File: src/rtl/div_seq_ctrl_if.sv
// rtl/div_seq_ctrl_if.sv - EX-stage divide request/response bundle
interface div_seq_ctrl_if #(
  parameter int WIDTH = 32
);
  logic                 signed_div_i;
  logic [WIDTH-1:0]     opdata1_i;
  logic [WIDTH-1:0]     opdata2_i;
  logic                 start_i;
  logic                 annul_i;
  logic [2*WIDTH-1:0]   result_o;
  logic                 ready_o;
  logic                 stallreq_o;

  modport master (
    output signed_div_i, opdata1_i, opdata2_i, start_i, annul_i,
    input  result_o, ready_o, stallreq_o
  );

  modport slave (
    input  signed_div_i, opdata1_i, opdata2_i, start_i, annul_i,
    output result_o, ready_o, stallreq_o
  );
endinterface

File: src/rtl/div_seq_ctrl.sv
// rtl/div_seq_ctrl.sv - multi-cycle restoring DIV/DIVU sequencer with pipeline stall request
module div_seq_ctrl #(
  parameter int WIDTH = 32
) (
  input  logic          clk,
  input  logic          rst,
  div_seq_ctrl_if.slave bus
);

  localparam logic [1:0] S_IDLE   = 2'd0;
  localparam logic [1:0] S_BYZERO = 2'd1;
  localparam logic [1:0] S_RUN    = 2'd2;
  localparam logic [1:0] S_DONE   = 2'd3;

  localparam int            CW       = $clog2(WIDTH + 1);
  localparam logic [CW-1:0] CNT_LAST = CW'(WIDTH);

  logic [1:0]           state_q, state_d;
  logic [CW-1:0]        cnt_q, cnt_d;
  logic [WIDTH-1:0]     rem_q, rem_d;
  logic [WIDTH-1:0]     quo_q, quo_d;
  logic [WIDTH-1:0]     dvs_q, dvs_d;
  logic                 sgn1_q, sgn1_d;
  logic                 sgn2_q, sgn2_d;
  logic [2*WIDTH-1:0]   result_q, result_d;
  logic                 ready_q, ready_d;

  logic [WIDTH:0]       shifted;
  logic [WIDTH:0]       diff;
  logic [WIDTH-1:0]     rem_next;
  logic [WIDTH-1:0]     quo_next;
  logic                 op1_neg;
  logic                 op2_neg;

  always_comb begin
    state_d  = state_q;
    cnt_d    = cnt_q;
    rem_d    = rem_q;
    quo_d    = quo_q;
    dvs_d    = dvs_q;
    sgn1_d   = sgn1_q;
    sgn2_d   = sgn2_q;
    result_d = result_q;
    ready_d  = ready_q;

    // Partial remainder stays below the divisor, so a WIDTH+1-bit difference
    // has its MSB set exactly when the trial subtraction goes negative.
    shifted  = {rem_q, quo_q[WIDTH-1]};
    diff     = shifted - {1'b0, dvs_q};
    rem_next = diff[WIDTH] ? shifted[WIDTH-1:0] : diff[WIDTH-1:0];
    quo_next = {quo_q[WIDTH-2:0], ~diff[WIDTH]};

    op1_neg  = bus.signed_div_i & bus.opdata1_i[WIDTH-1];
    op2_neg  = bus.signed_div_i & bus.opdata2_i[WIDTH-1];

    case (state_q)
      S_IDLE: begin
        if (bus.start_i && !bus.annul_i) begin
          sgn1_d  = op1_neg;
          sgn2_d  = op2_neg;
          quo_d   = op1_neg ? -bus.opdata1_i : bus.opdata1_i;
          dvs_d   = op2_neg ? -bus.opdata2_i : bus.opdata2_i;
          rem_d   = '0;
          cnt_d   = '0;
          state_d = (bus.opdata2_i == '0) ? S_BYZERO : S_RUN;
        end
      end
      S_BYZERO: begin
        result_d = '0;
        ready_d  = 1'b1;
        state_d  = S_DONE;
      end
      S_RUN: begin
        rem_d = rem_next;
        quo_d = quo_next;
        cnt_d = cnt_q + CW'(1);
        if (cnt_d == CNT_LAST) begin
          state_d  = S_DONE;
          ready_d  = 1'b1;
          result_d = {(sgn1_q ? -rem_next : rem_next),
                      ((sgn1_q ^ sgn2_q) ? -quo_next : quo_next)};
        end
      end
      default: begin
        if (!bus.start_i) begin
          state_d = S_IDLE;
          ready_d = 1'b0;
        end
      end
    endcase

    // Flush/exception cancels any divide in flight; result_o keeps its last value.
    if (bus.annul_i && state_q != S_IDLE) begin
      state_d = S_IDLE;
      ready_d = 1'b0;
      cnt_d   = '0;
    end
  end

  always_ff @(posedge clk) begin
    if (rst) begin
      state_q  <= S_IDLE;
      cnt_q    <= '0;
      rem_q    <= '0;
      quo_q    <= '0;
      dvs_q    <= '0;
      sgn1_q   <= 1'b0;
      sgn2_q   <= 1'b0;
      result_q <= '0;
      ready_q  <= 1'b0;
    end else begin
      state_q  <= state_d;
      cnt_q    <= cnt_d;
      rem_q    <= rem_d;
      quo_q    <= quo_d;
      dvs_q    <= dvs_d;
      sgn1_q   <= sgn1_d;
      sgn2_q   <= sgn2_d;
      result_q <= result_d;
      ready_q  <= ready_d;
    end
  end

  assign bus.result_o   = result_q;
  assign bus.ready_o    = ready_q;
  assign bus.stallreq_o = bus.start_i & ~bus.annul_i & ~ready_q;

endmodule

File: src/flat_wrapper.sv
// flat-port wrapper written by rule: the top's interface ports become plain ports
module div_seq_ctrl_flat 
#(
  parameter int WIDTH = 32
)
  (clk, rst, bus_signed_div_i, bus_opdata1_i, bus_opdata2_i, bus_start_i, bus_annul_i, bus_result_o, bus_ready_o, bus_stallreq_o);
  div_seq_ctrl_if #(.WIDTH(WIDTH)) bus_i ();
  input  logic clk;
  input  logic rst;
  input wire logic [$bits(bus_i.signed_div_i)-1:0] bus_signed_div_i;
  input wire logic [$bits(bus_i.opdata1_i)-1:0] bus_opdata1_i;
  input wire logic [$bits(bus_i.opdata2_i)-1:0] bus_opdata2_i;
  input wire logic [$bits(bus_i.start_i)-1:0] bus_start_i;
  input wire logic [$bits(bus_i.annul_i)-1:0] bus_annul_i;
  output wire logic [$bits(bus_i.result_o)-1:0] bus_result_o;
  output wire logic [$bits(bus_i.ready_o)-1:0] bus_ready_o;
  output wire logic [$bits(bus_i.stallreq_o)-1:0] bus_stallreq_o;
  assign bus_i.signed_div_i = bus_signed_div_i;
  assign bus_i.opdata1_i = bus_opdata1_i;
  assign bus_i.opdata2_i = bus_opdata2_i;
  assign bus_i.start_i = bus_start_i;
  assign bus_i.annul_i = bus_annul_i;
  assign bus_result_o = bus_i.result_o;
  assign bus_ready_o = bus_i.ready_o;
  assign bus_stallreq_o = bus_i.stallreq_o;
  div_seq_ctrl #(.WIDTH(WIDTH)) u_core (.clk(clk), .rst(rst), .bus(bus_i));
endmodule
File: config.mk
export PLATFORM = sky130hd
export DESIGN_NAME = div_seq_ctrl_flat
export DESIGN_NICKNAME = d
export VERILOG_FILES = /design/src/rtl/div_seq_ctrl_if.sv /design/src/rtl/div_seq_ctrl.sv /design/src/flat_wrapper.sv
export SDC_FILE = /design/constraint.sdc
export NUM_CORES = 1
export LEC_CHECK = 0
export ABC_AREA = 1
export CAP_MARGIN = 15
export CORE_ASPECT_RATIO = 0.9
export CORE_MARGIN = 1.5
export CORE_UTILIZATION = 58
export DETAILED_ROUTE_END_ITERATION = 6
export PLACE_DENSITY = 0.91
export SETUP_SLACK_MARGIN = 0.1
export SYNTH_ARGS = -nofsm -noshare
export SYNTH_HDL_FRONTEND = slang
export SYNTH_SLANG_ARGS = --single-unit
File: constraint.sdc
create_clock -name clk -period 5.1 [get_ports clk]
set_input_delay 1.02 -clock clk [delete_from_list [all_inputs] [get_ports clk]]
set_output_delay 1.02 -clock clk [all_outputs]
set_load 0.01 [all_outputs]
==> flow_metrics.env <==
export IMPL_cts_buffers=17
export IMPL_whs_path_depth=2
export IMPL_insertion_delay_ns=0.45
export IMPL_port_buffers=134
export IMPL_wire_per_inst_um=16.7
export IMPL_hp_class="reg2reg"
export IMPL_ys_types=58
export IMPL_max_cap_viol_count=0
export IMPL_relSlewSlack=0.369
export IMPL_ant_nets=0
export IMPL_critPathLaunch="u_core.quo_q[31]"
export IMPL_clk_pin_slew_ns=0.08
export IMPL_rr_worst_depth=29
export IMPL_skew_ns=0.0126
export IMPL_yosys_area_top_type="dfxtp_1"
export IMPL_critical_path_slowest_cell="fa_1"
export IMPL_startpoint_type="flop"
export IMPL_crit_required_ns=5.48
export IMPL_crit_buf_inv=2
export IMPL_r2r_slack_ns=0.53
export IMPL_netlist_area_leader_share=0.266
export IMPL_cp_max_fo=17
export IMPL_postCtsResizedCells=0
export IMPL_overflow=0
export IMPL_post_route_util=0.687
export IMPL_async_flop_share=0
export IMPL_cts_root_buf="clkbuf_16"
export IMPL_first_global_vias=12500
export IMPL_period_share=0.897
export IMPL_nets=2295
export IMPL_syn_nets=2211
export IMPL_insertedDiodeCount=0
export IMPL_cts_buffer_depth=2
export IMPL_yosysMostFrequentCell="nand2_1"
export IMPL_seq_area_frac_synth=0.266
export IMPL_synth_edf_count=0
export IMPL_fp_coreArea_um2=21700
export IMPL_status="complete, no violations"
export IMPL_yosys_top_cells_area="dfxtp_1 27%, nand2_1 18%, a21oi_1 8.0%, inv_1 7.9%, o21ai_0 5.0%"
export IMPL_rows=51
export IMPL_setup_viol=0
export IMPL_die_x_um=160
export IMPL_ir_drop_uv=263
export IMPL_cpMostUsedCell="nand2_1"
export IMPL_ys_warn_count=0
export IMPL_fillers=1901
export IMPL_r2r_start="u_core.quo_q[31]"
export IMPL_grt_antenna_before_repair=1
export IMPL_fmax_mhz=219
export IMPL_synth_commonest_cells="615 x nand2_1, 272 x inv_1, 207 x a21oi_1"
export IMPL_worstMarginPinSlew_ns=0.947
export IMPL_synthCells=2100
export IMPL_grt_total_usage=0.358
export IMPL_cts_htree_levels=4
export IMPL_ys_ff_latch=171
export IMPL_yosys_most_used_dff="dfxtp_1"
export IMPL_grt_pass1_wl_mm=65.2
export IMPL_pwr_density_cell_nw_per_um2=373
export IMPL_worst_path_stages=29
export IMPL_synthesis_area_um2=12900
export IMPL_cts_num_sinks=171
export IMPL_grt_max_degree=86
export IMPL_start_util=0.594
export IMPL_grt_setup_unrepaired="false"
export IMPL_crit_end="u_core.bus.result_o[24]"
export IMPL_die_area_um2=23100
export IMPL_path_delay_family="simple AND/OR/NAND/NOR gates"
export IMPL_avgViaCountPerCell=5.70
export IMPL_arrival_ns=4.96
export IMPL_syn_area_per_cell_um2=6.13
export IMPL_ios=135
export IMPL_hold_viol_final=0
export IMPL_crit_path_end_kind="flop"
export IMPL_cts_tree="yes"
export IMPL_wl_mm=41.6
export IMPL_first_pass_iters=7
export IMPL_max_stage_delay_ns=0.41
export IMPL_drc=0
export IMPL_dr_first_iter_drc_count=1612
export IMPL_dp_hpwl_mm=31.7
export IMPL_path_class="reg2reg"
export IMPL_leakage_nw=7.08
export IMPL_r2r_end="u_core.bus.result_o[24]"
export IMPL_layout_drive_gt1_share=0.0628
export IMPL_maxSlewViolCount=0
export IMPL_place_congestion=0.970
export IMPL_setup_tns_ns=0
export IMPL_dieHeight_um=144
export IMPL_period_minus_slack_ns=4.57
export IMPL_cts_hold_buf=0
export IMPL_areaGrowthSynthToFinish_pct=15.7
export IMPL_vias=14200
-- how the worst min path moves through the flow --
stage          slack, ns                      end               startpoint
2_1_floorplan       0.44            u_core.sgn2_q            u_core.sgn2_q
3_3_place_gp        0.45   u_core.bus.result_o[4]   u_core.bus.result_o[4]
3_5_place_dp        0.46  u_core.bus.result_o[55]  u_core.bus.result_o[55]
4_1_cts             0.47  u_core.bus.result_o[55]  u_core.bus.result_o[55]
5_1_grt             0.48  u_core.bus.result_o[59]  u_core.bus.result_o[59]
6_report            0.46  u_core.bus.result_o[46]  u_core.bus.result_o[46]
-- layer usage --
metal  vias to the layer above  global-route usage  part of all wire
li1                       6917                   -                 -
met1                      6477               0.509              0.45
met2                       714               0.543              0.43
met3                        81              0.0757              0.11
met4                         2               0.103             0.023
met5                         -                   0           0.00031
-- state kept, by name, indices dropped and copies added, names as in the netlist --
signal and count:
u_core.state_q 2, u_core.sgn2_q 1, u_core.quo_q 32, u_core.sgn1_q 1, u_core.dvs_q 32, u_core.rem_q 32
u_core.cnt_q 6, u_core.bus.ready_o 1, u_core.bus.result_o 64
-- stage by stage --
stage	hold WS [ns]	instances	setup slack [ns]	area (um2)	power [mW]
after floorplan	0.444	2100	1.24	12900	3.40
after global placement	0.450	2455	0.745	14300	4.13
after detailed placement	0.456	2455	0.629	14300	4.17
after CTS	0.467	2487	0.587	14900	5.47
after global routing	0.485	2488	0.103	14900	5.88
final	0.464	2488	0.525	14900	5.56
-- final cells by class --
type,count,area (um2),share of cell area
flip-flops and latches,171,3420,0.230
clock inverters,15,151,0.0102
clock buffers,17,425,0.0286
repair buffers,144,1410,0.0949
multi-input cells,1573,8080,0.542
inverters,277,1040,0.0698
well taps,291,364,0.0244
-- logic make-up after synthesis --
group                      after synthesis  synth area share
buffers and inverters                  357             0.110
and+or+nand+nor                       1050             0.357
xor gates and xnor gates                79            0.0537
AOI/OAI and AO/OA                      401             0.172
adders and majority gates               42            0.0414
DFF                                    171             0.266
-- layout by cell type, fill, tap and decap left out, types with 6 or more instances in the layout --
master           Yosys  final
a21oi_1            207    207
a21oi_2              7      7
a221oi_1             6      6
buf_4                1     11
clkbuf_16            0     17
clkdlybuf4s50_1      0    133
dfxtp_1            171    171
ha_1                41     41
inv_1              272    272
nand2_1            615    615
nand2_2             33     33
nand2_4             12     13
nand3_1            126    126
nand3b_1            14     14
nand4_1             20     20
nor2_1             161    158
nor2_2               8      9
nor3_1              25     25
nor4_1              11     11
o211ai_1             9      9
o21ai_0            128    128
o21ai_1              7      6
o21bai_1             6      6
o221ai_1             6      6
or2_2                7      7
xnor2_1             25     25
xor2_1              54     54
-- worst reg2reg max path, delay by kind of cell (launching register included) --
family	cells	cell delay, ns
AO/OA/AOI/OAI	2	0.29
XOR/XNOR	1	0.09
adder cells (fa/ha/maj)	3	0.82
buffers and inverters	2	0.15
flip-flops	1	0.31
AND/OR/NAND/NOR	21	2.86
-- report_power, final --
group	internal (mW)	leakage (nW)	switching (mW)
clock network	0.651	0.270	0.662
registers	1.52	1.39	0.194
logic	0.818	5.42	1.71
total	2.99	7.08	2.57
-- timing repair --
action                     CTS  global route
hold endpoints to repair     0             0
setup buffers                0             0
setup endpoints to repair    0             1
Power figures use the tool's default switching activity.
